[src/rtl/word_serializer.sv]
// Parallel-to-serial front end: LW-bit words in over valid/ready, LSB-first bits out
// one per i_ce, with an optional even-parity bit and a one-word holding register.
module word_serializer #(
    parameter int LW         = 8,
    parameter int OPT_PARITY = 0
) (
    input  logic          i_clk,
    input  logic          i_reset,
    input  logic          i_stb,
    input  logic [LW-1:0] i_word,
    output logic          o_ready,
    input  logic          i_ce,
    output logic          o_ce,
    output logic          o_bit,
    output logic          o_last,
    output logic          o_idle
);
    localparam int NB = LW + OPT_PARITY;
    localparam int CW = (NB > 1) ? $clog2(NB) : 1;
    localparam logic [CW-1:0] LAST_DATA = CW'(LW - 1);

    typedef enum logic [1:0] {IDLE, SHIFT, PARITY} state_t;

    state_t        state;
    logic [LW-1:0] hold;
    logic [LW-1:0] sreg;
    logic          par;
    logic          hold_valid;
    logic          hold_valid_next;
    logic [CW-1:0] cnt;
    logic          accept;
    logic          last_data;
    logic          frame_end;
    logic          load;

    always_comb begin
        accept    = i_stb && o_ready;
        last_data = (state == SHIFT) && i_ce && (cnt == LAST_DATA);
        frame_end = (last_data && (OPT_PARITY == 0)) || ((state == PARITY) && i_ce);
        // A held word is loaded either from IDLE or on the closing edge of a frame, so frames abut.
        load      = hold_valid && ((state == IDLE) || frame_end);
        hold_valid_next = hold_valid;
        if (accept) begin
            hold_valid_next = 1'b1;
        end else if (load) begin
            hold_valid_next = 1'b0;
        end
    end

    always_ff @(posedge i_clk or posedge i_reset) begin
        if (i_reset) begin
            state      <= IDLE;
            hold_valid <= 1'b0;
            cnt        <= '0;
            o_ready    <= 1'b1;
            o_ce       <= 1'b0;
            o_bit      <= 1'b0;
            o_last     <= 1'b0;
            o_idle     <= 1'b1;
        end else begin
            o_ce       <= 1'b0;
            o_last     <= frame_end;
            hold_valid <= hold_valid_next;
            o_ready    <= !hold_valid_next;
            o_idle     <= (state == IDLE) && !hold_valid;
            if (state == SHIFT && i_ce) begin
                o_bit <= sreg[0];
                o_ce  <= 1'b1;
                cnt   <= cnt + 1'b1;
            end else if (state == PARITY && i_ce) begin
                o_bit <= par;
                o_ce  <= 1'b1;
            end
            if (load) begin
                cnt   <= '0;
                state <= SHIFT;
            end else if (frame_end) begin
                state <= IDLE;
            end else if (last_data) begin
                state <= PARITY;
            end
        end
    end

    // Data path carries no reset; hold_valid and state qualify everything it holds.
    always_ff @(posedge i_clk) begin
        if (accept) begin
            hold <= i_word;
        end
        if (load) begin
            sreg <= hold;
            par  <= ^hold;
        end else if (state == SHIFT && i_ce) begin
            sreg <= sreg >> 1;
        end
    end
endmodule

[config.mk]
export PLATFORM = sky130hd
export DESIGN_NAME = word_serializer
export DESIGN_NICKNAME = d
export VERILOG_FILES = /design/src/rtl/word_serializer.sv
export SDC_FILE = /design/constraint.sdc
export NUM_CORES = 1
export LEC_CHECK = 0
export ABC_CLOCK_PERIOD_IN_PS = 5600
export BUFFER_PORTS_ARGS = -buffer_cell sky130_fd_sc_hd__buf_4
export CORE_UTILIZATION = 35
export CTS_CLUSTER_DIAMETER = 40
export DETAILED_ROUTE_END_ITERATION = 12
export HOLD_SLACK_MARGIN = 0.12
export PLACE_DENSITY = 0.61
export RECOVER_POWER = 100
export SKIP_LAST_GASP = 1
export SYNTH_ARGS = -nofsm -noshare
export SYNTH_HDL_FRONTEND = slang
export SYNTH_SLANG_ARGS = --single-unit
[constraint.sdc]
create_clock -name i_clk -period 5.6 [get_ports i_clk]
set_input_delay 0.56 -clock i_clk [delete_from_list [all_inputs] [get_ports i_clk]]
set_output_delay 0.56 -clock i_clk [all_outputs]
set_load 0.1 [all_outputs]
==> flow_summary.toml <==
[floorplanning]
core_area_um2 = 3390
io_pins = 17
die_h_um = 61.76
die_x_um = 61.76
fp-row-count = 21
die_area_um2 = 3814
initial_core_util = 0.3688

[pwr]
powerDensity_nw_per_um2 = 423.3
p_switching_mw = 0.1905
p_int_mw = 0.4074
power_frac_comb = 0.277
seqPwrFrac = 0.504
power_leakage_nw = 0.5488
vdd_ir_drop_max_uv = 141.8
sw_frac_of_total = 0.3187
power_frac_clock = 0.219

[logic_synthesis]
synthCells = 87
ys_seq_elements = 28
ys_async_sr_fraction = 0.3929
ys_seq_area_frac = 0.6306
syn_nets = 101
synth_cell_types = 29
netlist_area_um2 = 1250
syn_avg_cell_area_um2 = 14.37
ys.flop_type = "edfxtp_1"
synth_edf_count = 17
ys_warn_count = 0

[timing]
hold_viol = 0
setup_tns_ns = 0
setup_viol = 0
period_share = 0.4981
min_period_ns = 2.789
fmax_mhz = 358.5
drv_slew = 0
rsz0062_at_grt = "no"
clock_skew_ns = 0.003112
worstMarginPinSlew_ns = 1.166
relSlewSlack = 0.2263

[critical_path]
worstPathMaxFanout = 9
required_ns = 5.69
r2r_start = "cnt[0]"
worst_path_max_delay_cell = "clkinvlp_2"
cpLargestDelayFamily = "buffers and inverters"
path_class = "register to register"
crit_chain = "ha_1, ha_1, and3b_4, o31ai_1, clkinvlp_2, mux2_1"
max_stage_delay_ns = 0.56
critPathBufInv = 1
cp-start-kind = "register"
arrival_ns = 2.88
cpMostUsedCell = "ha_1"
end_kind = "register"
crit_start = "cnt[0]"

[grt]
met3_usage = 0.02484
grt_overflow = 0
antenna_found_initial = 0
busiest_layer = "met2"
grt_first_pass_wirelength_um = 3063
grt_pass1_vias = 680
track_usage = 0.1153
gr-usage-met1 = 0.1580
grt_max_degree = 17
grt_use_met2 = 0.1736

[routing]
drt_iter0_drc = 54
drc_errors = 0
wl_um = 1803
vias = 697
vias_per_cell = 4.647
drt_first_pass_iters = 2
wire_per_inst_um = 12.02
ant_nets = 0

[cells_and_area]
nets = 119
n_antenna_cell = 0
drive_above_1_share = 0.2115
final_core_utilization = 0.4168
syn2layout_area_growth_pct = 13.01
final_cell_area_um2 = 1413
mostFrequentLayoutCells = "edfxtp_1, clkbuf_4, dfrtp_1, nor2_1, xnor2_1"
final_common_cell = "edfxtp_1"

[clock_tree]
clk_pin_slew_worst_paths_ns = 0.15
htreeDepth = 1
clk_latency_ns = 0.32
cts_sinks = 28
clockBufferDepth = 2
cts_root_buffer = "clkbuf_4"
post_cts_buffers = 0
post_cts_resized = 0
ctsHoldBuffers = 0
cts_tree = "done"
cts_buffers = 3

[placed_design]
gp_congestion = 0.6896
port_buffers = 16
place_area_um2 = 1409
hpwl_um = 1294

[min_path]
hold_class = "input port to async pin"

[outcome]
status = "complete, no violations"

[run]
cap_violations = 0
stage by stage:
step	power, mW	setup WS (ns)	hold slack [ns]	std cells
after floorplan	0.4560	3.729	0.4110	87
after global placement	0.4906	3.615	0.5071	146
after detailed placement	0.4978	3.514	0.5214	146
after CTS	0.6281	3.569	0.2046	150
after global routing	0.6352	2.620	0.2228	150
final	0.5979	2.811	0.2070	150
registers in the layout (all words and copies together) (netlist names):
register	count
state	2
hold	8
par	1
o_idle	1
hold_valid	1
o_ce	1
o_bit	1
o_ready	1
sreg	8
o_last	1
cnt	3
path summary, 6_finish.rpt:
kind	cells after the start	slack [ns]	endpoint
worst max-delay path	6	2.81	sreg[0]
worst min-delay path	2	0.21	o_ce
worst max register to register	6	2.81	sreg[0]
worst min register to register	2	0.54	cnt[1]
max in group asynchronous	2	5.07	o_idle
min in group i_clk	1	0.42	hold[7]
synthesized netlist by cell type (3+ instances only):
cell type | n | share of area
xnor2_1 | 6 | 0.042
dfrtp_1 | 9 | 0.18
nor2_1 | 6 | 0.018
edfxtp_1 | 17 | 0.41
o21ai_0 | 4 | 0.016
mux2_2 | 3 | 0.027
nor2b_1 | 3 | 0.015
mux2_4 | 4 | 0.048
mux2i_1 | 3 | 0.024
inv_1 | 3 | 0.0090
nand2b_1 | 3 | 0.015
power groups by stage:
stage,clock [mW],combinational [mW],sequential [mW]
after floorplan,0,0.105,0.351
after global placement,0,0.184,0.307
after detailed placement,0,0.188,0.309
after CTS,0.135,0.188,0.304
after global routing,0.144,0.183,0.308
final,0.131,0.165,0.301
per-layer routing:
metal,part of all wire,vias up,wire length [um]
li1,-,340,-
met3,0.034,2,61
met5,0,-,0
met4,0.011,0,19
met2,0.45,13,809
met1,0.51,342,913
cell type report:
cell class / instances / area [um^2]
Inverter: 4 / 16.27
Tap cell: 46 / 57.56
Clock inverter: 1 / 30.03
Timing Repair Buffer: 16 / 101.3
Clock buffer: 3 / 22.52
Fill cell: 323 / 1977
Multi-Input combinational cell: 52 / 396.6
Sequential cell: 28 / 788.3
cells by family after synthesis:
| logic type | synth area share |
|---|---|
| buf+inv | 0.02903 |
| fa+ha+maj | 0.02002 |
| flops | 0.6306 |
| compound gates | 0.07407 |
| xor+xnor | 0.05606 |
| simple gates | 0.09109 |
| mux | 0.09910 |
(Power assumes the default switching activity.)
